## config.mk

```make
export PLATFORM = sky130hd
export DESIGN_NAME = sw_select_debounced_flat
export DESIGN_NICKNAME = d
export VERILOG_FILES = /design/src/rtl/sw_select_debounced_pkg.sv /design/src/rtl/sw_select_debounced_if.sv /design/src/rtl/sw_select_debounced_debounce.sv /design/src/rtl/sw_select_debounced.sv /design/src/flat_wrapper.sv
export SDC_FILE = /design/constraint.sdc
export NUM_CORES = 1
export LEC_CHECK = 0
export ABC_CLOCK_PERIOD_IN_PS = 12500
export CORE_MARGIN = 2
export CORE_UTILIZATION = 34
export DETAILED_ROUTE_END_ITERATION = 7
export PLACE_DENSITY = 0.57
export SETUP_SLACK_MARGIN = 0.5
export SLEW_MARGIN = 20
export SYNTH_ARGS = -nofsm -noshare
export SYNTH_HDL_FRONTEND = slang
export SYNTH_SLANG_ARGS = --single-unit
```

## constraint.sdc

```tcl
create_clock -name clk -period 12.5 [get_ports clk]
set_input_delay 1.25 -clock clk [delete_from_list [all_inputs] [get_ports clk]]
set_output_delay 1.25 -clock clk [all_outputs]
set_load 0.05 [all_outputs]
```

## src/rtl/sw_select_debounced_pkg.sv

```systemverilog
// Shared types and helpers for the debounced switch-to-index selector.
// The encoder works on a 32-bit vector so one function serves every N_SW.
package sw_pkg;

   localparam int ENC_W     = 32;
   localparam int ENC_IDX_W = 5;

   typedef struct packed {
      logic                 any;
      logic [ENC_IDX_W-1:0] idx;
   } enc_t;

   function automatic int idx_width(input int n);
      int w;
      w = $clog2(n);
      return (w < 1) ? 1 : w;
   endfunction

   // Later hits overwrite earlier ones, so the loop direction sets the winner.
   function automatic enc_t prio_enc(input logic [ENC_W-1:0] v, input logic lsb_first);
      enc_t r;
      r     = '0;
      r.any = |v;
      if (lsb_first) begin
         for (int i = ENC_W - 1; i >= 0; i--)
            if (v[i]) r.idx = ENC_IDX_W'(i);
      end else begin
         for (int i = 0; i < ENC_W; i++)
            if (v[i]) r.idx = ENC_IDX_W'(i);
      end
      return r;
   endfunction

endpackage

```

## src/rtl/sw_select_debounced_if.sv

```systemverilog
// Switch bank in, selected index / LED image / status out.
interface sw_select_debounced_if
   import sw_pkg::*;
#(
   parameter int N_SW = 10
);
   localparam int IDX_W = idx_width(N_SW);

   logic [N_SW-1:0]  switches;
   logic [IDX_W-1:0] dec;
   logic [N_SW-1:0]  leds;
   logic             none;
   logic             changed;

   modport master (output switches, input dec, leds, none, changed);
   modport slave  (input switches, output dec, leds, none, changed);
endinterface

```

## src/rtl/sw_select_debounced_debounce.sv

```systemverilog
// One switch: two-flop synchroniser, stability counter and debounced level.
// A level change is accepted after DEBOUNCE_CYCLES consecutive mismatching cycles.
module sw_debounce #(
   parameter int DEBOUNCE_CYCLES = 50000
) (
   input  logic clk,
   input  logic reset,
   input  logic sw_raw,
   output logic db
);
   localparam int              CNT_W  = $clog2(DEBOUNCE_CYCLES + 1);
   localparam logic [CNT_W-1:0] CNT_TC = CNT_W'(DEBOUNCE_CYCLES - 1);

   logic             sync_q1;
   logic             s_sync;
   logic [CNT_W-1:0] cnt;

   always_ff @(posedge clk or posedge reset) begin
      if (reset) begin
         sync_q1 <= 1'b0;
         s_sync  <= 1'b0;
         db      <= 1'b0;
         cnt     <= '0;
      end else begin
         sync_q1 <= sw_raw;
         s_sync  <= sync_q1;
         if (s_sync == db) begin
            cnt <= '0;
         end else if (cnt == CNT_TC) begin
            db  <= s_sync;
            cnt <= '0;
         end else begin
            cnt <= cnt + CNT_W'(1);
         end
      end
   end
endmodule

```

## src/rtl/sw_select_debounced.sv

```systemverilog
// Debounced switch bank to registered priority-encoded index and one-hot LEDs.
// Flags "no switch on" and pulses changed when {dec, none} moves.
module sw_select_debounced
   import sw_pkg::*;
#(
   parameter int N_SW            = 10,
   parameter int DEBOUNCE_CYCLES = 50000,
   parameter int LSB_PRIORITY    = 1,
   parameter int HOLD_ON_NONE    = 0
) (
   input  logic                   clk,
   input  logic                   reset,
   sw_select_debounced_if.slave   bus
);
   localparam int               IDX_W   = idx_width(N_SW);
   localparam logic [N_SW-1:0]  LED_ONE = N_SW'(1);

   logic [N_SW-1:0]  db;
   enc_t             enc;
   logic [IDX_W-1:0] dec_q,  dec_nxt;
   logic [N_SW-1:0]  leds_q, leds_nxt;
   logic             none_q, none_nxt;
   logic             changed_q;

   for (genvar i = 0; i < N_SW; i++) begin : g_db
      sw_debounce #(
         .DEBOUNCE_CYCLES (DEBOUNCE_CYCLES)
      ) u_db (
         .clk    (clk),
         .reset  (reset),
         .sw_raw (bus.switches[i]),
         .db     (db[i])
      );
   end

   // Only bits below N_SW can be set, so idx never reaches N_SW.
   always_comb begin
      enc      = prio_enc(ENC_W'(db), LSB_PRIORITY != 0);
      dec_nxt  = dec_q;
      none_nxt = 1'b1;
      leds_nxt = '0;
      if (enc.any) begin
         dec_nxt  = enc.idx[IDX_W-1:0];
         none_nxt = 1'b0;
         leds_nxt = LED_ONE << enc.idx;
      end else if (HOLD_ON_NONE == 0) begin
         dec_nxt  = '0;
      end
   end

   always_ff @(posedge clk or posedge reset) begin
      if (reset) begin
         dec_q     <= '0;
         leds_q    <= '0;
         none_q    <= 1'b1;
         changed_q <= 1'b0;
      end else begin
         dec_q     <= dec_nxt;
         leds_q    <= leds_nxt;
         none_q    <= none_nxt;
         changed_q <= ({dec_nxt, none_nxt} != {dec_q, none_q});
      end
   end

   assign bus.dec     = dec_q;
   assign bus.leds    = leds_q;
   assign bus.none    = none_q;
   assign bus.changed = changed_q;
endmodule

```

## src/flat_wrapper.sv

```systemverilog
// flat-port wrapper written by rule: the top's interface ports become plain ports
module sw_select_debounced_flat import sw_pkg::*;
#(
   parameter int N_SW            = 10,
   parameter int DEBOUNCE_CYCLES = 50000,
   parameter int LSB_PRIORITY    = 1,
   parameter int HOLD_ON_NONE    = 0
)
  (clk, reset, bus_switches, bus_dec, bus_leds, bus_none, bus_changed);
  sw_select_debounced_if #(.N_SW(N_SW)) bus_i ();
  input  logic clk;
  input  logic reset;
  input wire logic [$bits(bus_i.switches)-1:0] bus_switches;
  output wire logic [$bits(bus_i.dec)-1:0] bus_dec;
  output wire logic [$bits(bus_i.leds)-1:0] bus_leds;
  output wire logic [$bits(bus_i.none)-1:0] bus_none;
  output wire logic [$bits(bus_i.changed)-1:0] bus_changed;
  assign bus_i.switches = bus_switches;
  assign bus_dec = bus_i.dec;
  assign bus_leds = bus_i.leds;
  assign bus_none = bus_i.none;
  assign bus_changed = bus_i.changed;
  sw_select_debounced #(.N_SW(N_SW), .DEBOUNCE_CYCLES(DEBOUNCE_CYCLES), .LSB_PRIORITY(LSB_PRIORITY), .HOLD_ON_NONE(HOLD_ON_NONE)) u_core (.clk(clk), .reset(reset), .bus(bus_i));
endmodule
```

# Word-level counts from Yosys, hierarchy flattened
# Cells that the tools add are included.
dict set report totals {
  ff_bits 206
}
dict set report op_classes {
  n_eq_ne 21
  shift 1
  muxes 33
  bitwise 10
  add_sub_neg 10
  n_reduce_logical 11
}
# op n
set ops {}
lappend ops {{$mux 16} 20}
lappend ops {{$add 16x1->16 const B} 10}
lappend ops {{$eq 16x16->1 const B} 10}
lappend ops {{$mux 4} 11}
lappend ops {{$reduce_and 2->1} 10}
lappend ops {{$eq 1x1->1} 10}
lappend ops {{$mux 10} 1}
lappend ops {{$not 1->1} 10}
lappend ops {{$reduce_or 10->1} 1}
lappend ops {{$shl 1x4->10 const A} 1}
lappend ops {{$ne 5x5->1} 1}
lappend ops {{$mux 1} 1}

# Depth between registers and ports, before layout
# Gate-level depths: netlist of run 1.
dict set report logic_depth {
  ltp_word 12
  depth_mapped 7
  depth_no_buf 7
}

# Modules after synthesis
# A second synthesis of run 1 with hierarchy kept.
dict set report hier_totals {
  cells_unflattened 941
  hier_area_um2 10556.4
}
# module seq_area_each_um2 cells_per_inst area_each_um2 n_inst
set modules_own_cells {}
lappend modules_own_cells {sw_debounce 475.5 87 982.2 10}
lappend modules_own_cells {sw_select_debounced 401.6 71 734.5 1}

# Worst setup path after synthesis of run 1
# No wires, ideal clock.
dict set report synth_timing {
  path_kind {flip-flop to output port}
  from {register u_core.none_q (netlist: u_core.bus.none)}
  to {output port bus_none}
  path_buffers 0
  arrival_time_ps 686
  path_stages_with_launch 1
  path_slack_ps 10564
  required_ps 11250
  path_cell_list {dfstp_2}
}
# element line
set synth_lines {}
lappend synth_lines {{start, declared} sw_select_debounced.sv:22} ;# logic none_q, none_nxt;
lappend synth_lines {{start signal, assigned} sw_select_debounced.sv:60} ;# none_q <= none_nxt;
lappend synth_lines {{end, declared} flat_wrapper.sv:16} ;# output wire logic [$bits(bus_i.none)-1:0] bus_none;
# No word-level cell between the ends.

# Worst setup path in the final report of run 1
dict set report layout_timing {
  from {register u_core.none_q (netlist: u_core.bus.none)}
  to {output port bus_none}
}
# No word-level cell between the ends.

==> reports/summary.txt, run 1 <==
WHS Path Cells: 0
Yosys reg bits: 206
Outcome: finished clean
H-tree level count: 1
Fill cells: 2575
Worst path required time: 11.25 ns
Count of different cell masters after synthesis: 41
Critical path's top delay family: buffers and inverters
Initial antenna violation count: 1
Ys flop type: dfrtp_1
Row Count: 60
Clk sinks: 206
Post-Synthesis Cells: 883
Worst-Skew Late Latency: 0.50 ns
RSZ-0062 raised after global routing: no
Full die area: 0.0282 mm2
Worst slew margin: 43.8%
Slew @ Worst Pin: 0.836 ns
Sequential fraction of the synthesis area: 56.4%
Largest net degree at the start of global routing: 129
Yosys warns: 0
Cell Pwr Density: 138 mW/mm2
Clock Skews: 0.00668 ns
Initial DRC count: 342
CTS tree: yes
Minimum clock period: 3.14 ns
Min-Delay Path Class: reg2reg
Grt total ovfl: 0
Mean Syn Cell Area: 10.4 um2
Most instantiated cells after synthesis: dfrtp_1 (205), nor2_1 (196), xor2_1 (87)
Max Freq: 318 MHz
CP max stage cell: clkdlybuf4s50_1
Dominant cell type by area after synthesis: dfrtp_1
Synth top area cells: dfrtp_1 (56%), xor2_1 (8.3%), nor2_1 (8.0%), xnor2_1 (6.2%), nand3_1 (2.9%)
Gpl congestion: 0.770
TNS Setup: 0 ns
Synthesized cell area: 0.00915 mm2
Nets: 939
Async SR Flop Fraction: 100%
Min-delay src: u_core.g_db[9].u_db.sync_q1
Die span in y: 168 um
Clk buf depth: 3
Final WL: 16.4 mm
Min Hold Slack: 0.349 ns
Hold buffer count at cts: 0
Hold Path End: u_core.g_db[9].u_db.s_sync
Wire length per cell: 12.9 um
# port buffers: 27
Top cell type's share of synthesized area: 56.1%
Post-CTS Setup Inserts: 0
Hold Vio Cnt, Final: 0
ANT nets after route: 0
Fin crit share: 25.1%
Synthesis-to-layout area growth: 16.1%
Worst setup path category: reg2out
Cell Count, Final, Fillers Out: 1274
CP Capture Type: primary output
Top-count cell post-synth: dfrtp_1
Crit-path max FO: 5
Total number of vias: 5977
Crit-path cells: clkdlybuf4s50_1
Clock transition at path regs: 0.06 ns
Resize count post-CTS: 0
Cells after DPL: 1233
R2R setup slack: 10.45 ns
Core ar.: 0.0267 mm2
Max_cap viols: 0
Worst path bufs/invs: 1
Layout cells sized above 1: 6.54%
Root buf cell: clkbuf_16
Crit path DAT: 1.89 ns
Place WS: 8.99 ns
Worst path max stage delay: 0.83 ns
Final Total Pwr: 1.46 mW
Peak supply drop: 87.0 uV
Slew Viols, Final: 0
Die width: 168 um
Leak: 4.69 nW
Final WS setup: 9.36 ns
Avg Vias per Cell: 4.69
Diode count: 0
Syn nets: 905
Initial Util: 34.3%
Total track usage: 12.1%
First-pass GRT wire length: 28.4 mm
DR DRC count: 0
R2R Path End: u_core.bus.changed
Initial DRT Pass Iterations: 6
Reg2Reg Launch Point: u_core.g_db[9].u_db.db
Io pins: 28
Number of enable flip-flop cells after synthesis: 0
Final setup violation count: 0
Setup crit start kind: flop
Hpwl dp: 10.6 mm
Cell count of the worst reg-to-reg path: 7
Num CTS Buffers: 23
Vias in the first global route: 5807
placed cells by master, fill, tap and decap left out, types with 3 or more instances in the layout:
cell type        instances
nor4b_1                  4
and4_1                  17
clkdlybuf4s50_1         27
and3_1                  29
o21ai_0                  6
nor2_1                 196
and2_1                   5
xnor2_1                 65
nand4_1                 34
nor4_1                  11
or2_2                    5
clkbuf_8                10
inv_1                   16
xor2_1                  87
mux2_2                   7
nand3_1                 53
nor3_1                  25
ha_1                    10
bufinv_16                4
nor2b_1                  3
nand2_1                 61
dfrtp_1                205
nor3b_1                  4
clkbuf_16               23
power by group:
group          internal [mW]  leakage [nW]  total (mW)  switching [mW]
clock network          0.477         0.422       0.739           0.262
registers              0.678          2.80       0.687         0.00841
logic                 0.0123          1.46      0.0391          0.0268
total                   1.17          4.69        1.46           0.297
area by class of cell:
class / instances / area [um2] / area share (%)
Multi-Input combinational cell: 640 / 3820 / 36.0
Timing Repair Buffer: 29 / 289 / 2.72
Tap cell: 341 / 427 / 4.02
Sequential cell: 206 / 5160 / 48.6
Inverter: 17 / 71.3 / 0.672
Clock buffer: 35 / 721 / 6.79
Clock inverter: 6 / 130 / 1.23
how the worst max path moves through the flow:
| stage | startpoint | endpoint | slack [ns] | depth (start not counted) |
|---|---|---|---|---|
| finish | u_core.bus.none | bus_none | 9.36 | 1 |
| global route | u_core.bus.none | bus_none | 9.28 | 1 |
| floorplan | reset | u_core.bus.changed | 5.63 | 1 |
| CTS | u_core.bus.none | bus_none | 9.33 | 1 |
| detailed placement | reset | u_core.g_db[0].u_db.cnt[10] | 8.99 | 3 |
| global placement | reset | u_core.g_db[0].u_db.cnt[12] | 8.96 | 3 |
cell families after synthesis:
logic type / Yosys count / synth area share (%)
flip-flops: 206 / 56.4
XOR/XNOR: 152 / 14.6
AND/OR/NAND/NOR: 458 / 24.0
multiplexers: 8 / 1.03
buffers and inverters: 37 / 1.87
adder cells (fa/ha/maj): 10 / 1.37
AO/OA/AOI/OAI: 12 / 0.766
through the flow:
stage	utilization, %	cell area [um2]
after detailed placement	36.6	9760
final	39.8	10600
after floorplan	-	9150
after global placement	36.6	9760
after CTS	39.8	10600
after global routing	39.8	10600
state kept, by name (all words and copies together) (netlist names):
| signal | cells |
|---|---|
| u_core.bus.dec | 4 |
| u_core.g_db.u_db.cnt | 160 |
| u_core.g_db.u_db.db | 10 |
| u_core.bus.none | 1 |
| u_core.bus.leds | 10 |
| u_core.bus.changed | 1 |
| u_core.g_db.u_db.sync_q1 | 10 |
| u_core.g_db.u_db.s_sync | 10 |
per-layer routing:
metal / global-route usage [%] / up-vias / routed length [um]
li1: - / 3023 / -
met3: 2.44 / 25 / 592
met4: 3.10 / 0 / 323
met1: 16.7 / 2880 / 8030
met2: 19.4 / 49 / 7450
met5: 0 / - / 0
Note: power is estimated with default switching activity, not from simulation.
==> inputs of run 2 (changes only) <==
Settings changed: ABC_CLOCK_PERIOD_IN_PS 12500 to 2800, PLACE_DENSITY 0.57 to 0.59.
Clock period 12.5 ns to 2.8 ns, I/O delays scaled along.
==> run 2 against run 1 <==
  * Register-to-register slack worse by 9.6 ns
  * Worst hold slack worse by 0.12 ns
  * Setup slack worse by 8.7 ns
  * Sequential power grew to 4.5 times the previous value
==> reports/summary.txt, run 2 (same netlist as run 1, synthesis figures left out) <==
Outcome: finished clean
Initial antenna violation count: 0 (-1)
Root buf cell: clkbuf_16
Worst path max stage delay: 0.85 ns (+0.02 ns)
Resize count post-CTS: 0 (unchanged)
Synthesis-to-layout area growth: 15.4%
Leak: 4.65 nW (-0.84%)
Total track usage: 11.8% (-0.24 points)
Setup crit start kind: flop
Cell Pwr Density: 595 mW/mm2 (+330%)
Reg2Reg Launch Point: u_core.g_db[1].u_db.cnt[6]
Fill cells: 2561 (-0.54%)
Hold Vio Cnt, Final: 0 (unchanged)
Avg Vias per Cell: 4.68 (-0.24%)
Final WL: 16.0 mm (-2.2%)
Peak supply drop: 437 uV (+400%)
Vias in the first global route: 5891 (+1.4%)
Critical path's top delay family: buffers and inverters
ANT nets after route: 0 (unchanged)
H-tree level count: 1 (unchanged)
Gpl congestion: 0.761 (-1.2%)
CP max stage cell: clkdlybuf4s50_1
Core ar.: 0.0267 mm2 (unchanged)
CTS tree: yes
Min-Delay Path Class: in2reg
Total number of vias: 5953 (-0.40%)
Most frequent cells in the layout: dfrtp_1 (205), nor2_1 (196), xor2_1 (87)
Worst path required time: 2.52 ns (-8.73 ns)
Dpl cell area: 0.00978 mm2 (+0.24%)
Layout cells sized above 1: 6.44% (-0.093 points)
Cell count of the worst reg-to-reg path: 5 (-2)
Worst-Skew Late Latency: 0.49 ns (about the same)
Diode count: 0 (unchanged)
Fin area: 0.0106 mm2 (-0.61%)
# port buffers: 27 (unchanged)
Num CTS Buffers: 23 (unchanged)
Hold buffer count at cts: 0 (unchanged)
Clock Skews: 0.00958 ns (+0.00290 ns)
CP Capture Type: primary output
Fin crit share: 77.8%
Io pins: 28 (unchanged)
DR DRC count: 0 (unchanged)
First-pass GRT wire length: 28.1 mm (-1.1%)
R2R Path End: u_core.g_db[1].u_db.cnt[8]
Slew @ Worst Pin: 0.681 ns (-0.155 ns)
Place WS: 0.880 ns (-8.11 ns)
Sequential cell area: 0.00516 mm2 (unchanged)
Minimum clock period: 2.18 ns
Most common cell after layout, fill and taps aside: dfrtp_1
Clk buf depth: 3 (unchanged)
Die span in y: 168 um (unchanged)
Max_cap viols: 0 (unchanged)
Largest net degree at the start of global routing: 129 (unchanged)
Crit-path max FO: 5 (unchanged)
Full die area: 0.0282 mm2 (unchanged)
Wire length per cell: 12.6 um (-2.0%)
Hpwl dp: 10.8 mm (+2.0%)
Crit path DAT: 1.90 ns (about the same)
Number of flip-flops in the largest register: 160 (unchanged)
Fin util: 39.6% (-0.24 points)
Row Count: 60 (unchanged)
Max Freq: 459 MHz
Hold Path End: u_core.g_db[2].u_db.sync_q1
Final Total Pwr: 6.28 mW (+330%)
R2R setup slack: 0.88 ns (-9.57 ns)
Die width: 168 um (unchanged)
Initial DRT Pass Iterations: 7 (+1)
Min-delay src: bus_switches[2]
Initial Util: 34.3% (unchanged)
Worst setup path category: reg2out
Most flop-heavy register: u_core.g_db.u_db.cnt
Final setup violation count: 0 (unchanged)
Worst path bufs/invs: 1 (unchanged)
RSZ-0062 raised after global routing: no
Multi-input gate area: 0.00382 mm2 (about the same)
WHS Path Cells: 1 (+1)
Clock transition at path regs: 0.06 ns (about the same)
Nets: 941 (+0.21%)
Clk sinks: 206 (unchanged)
Final WS setup: 0.620 ns (-8.74 ns)
Grt total ovfl: 0 (unchanged)
Post-CTS Setup Inserts: 0 (unchanged)
Initial DRC count: 212 (-38%)
Slew Viols, Final: 0 (unchanged)
Crit-path cells: clkdlybuf4s50_1
Min Hold Slack: 0.225 ns (-0.124 ns)
Worst slew margin: 54.6% (+11 points)
[run 2: cell count changes in the layout (fill, tap and decap cells not counted), sizes merged]
cell	before	now
inv	17	16
buf	2	4
clkinvlp	0	3
clkbuf	35	28
clkinv	2	4
bufinv	4	3
[run 2: where the power goes]
part / leakage, nW / switching, mW / internal (mW) / total [mW]
combinational: 1.47 / 0.121 / 0.0590 / 0.180
clock: 0.378 / 1.14 / 1.89 / 3.03
sequential: 2.80 / 0.0365 / 3.03 / 3.06
[run 2: final cells by class]
| type | instances | area share [%] |
|---|---|---|
| Sequential cell | 206 | 48.9 |
| Clock inverter | 9 | 1.19 |
| Inverter | 17 | 0.640 |
| Tap cell | 341 | 4.04 |
| Timing Repair Buffer | 31 | 2.96 |
| Clock buffer | 28 | 6.11 |
| Multi-Input combinational cell | 640 | 36.2 |
[run 2: worst max path at each step]
stage | startpoint | endpoint | slack [ns] | cells after the start
2_1_floorplan | reset | u_core.bus.changed | -0.15 | 1
5_1_grt | u_core.bus.none | bus_none | 0.58 | 1
3_3_place_gp | u_core.g_db[1].u_db.cnt[10] | u_core.g_db[1].u_db.cnt[12] | 0.94 | 4
4_1_cts | u_core.bus.none | bus_none | 0.60 | 1
3_5_place_dp | u_core.g_db[1].u_db.cnt[10] | u_core.g_db[1].u_db.cnt[8] | 0.88 | 4
6_report | u_core.bus.none | bus_none | 0.62 | 1
[run 2: per-layer routing]
metal | GRT usage (%) | wire length, um
met1 | 16.2 | 7660
met2 | 19.1 | 7280
met3 | 2.49 | 752
met4 | 3.29 | 348
met5 | 0 | 0
[run 2: per-stage QoR]
stage / TNS [ns] / cells
floorplan: -31.05 / 883
global placement: 0 / 1235
detailed placement: 0 / 1235
CTS: 0 / 1272
global route: 0 / 1272
finish: 0 / 1272
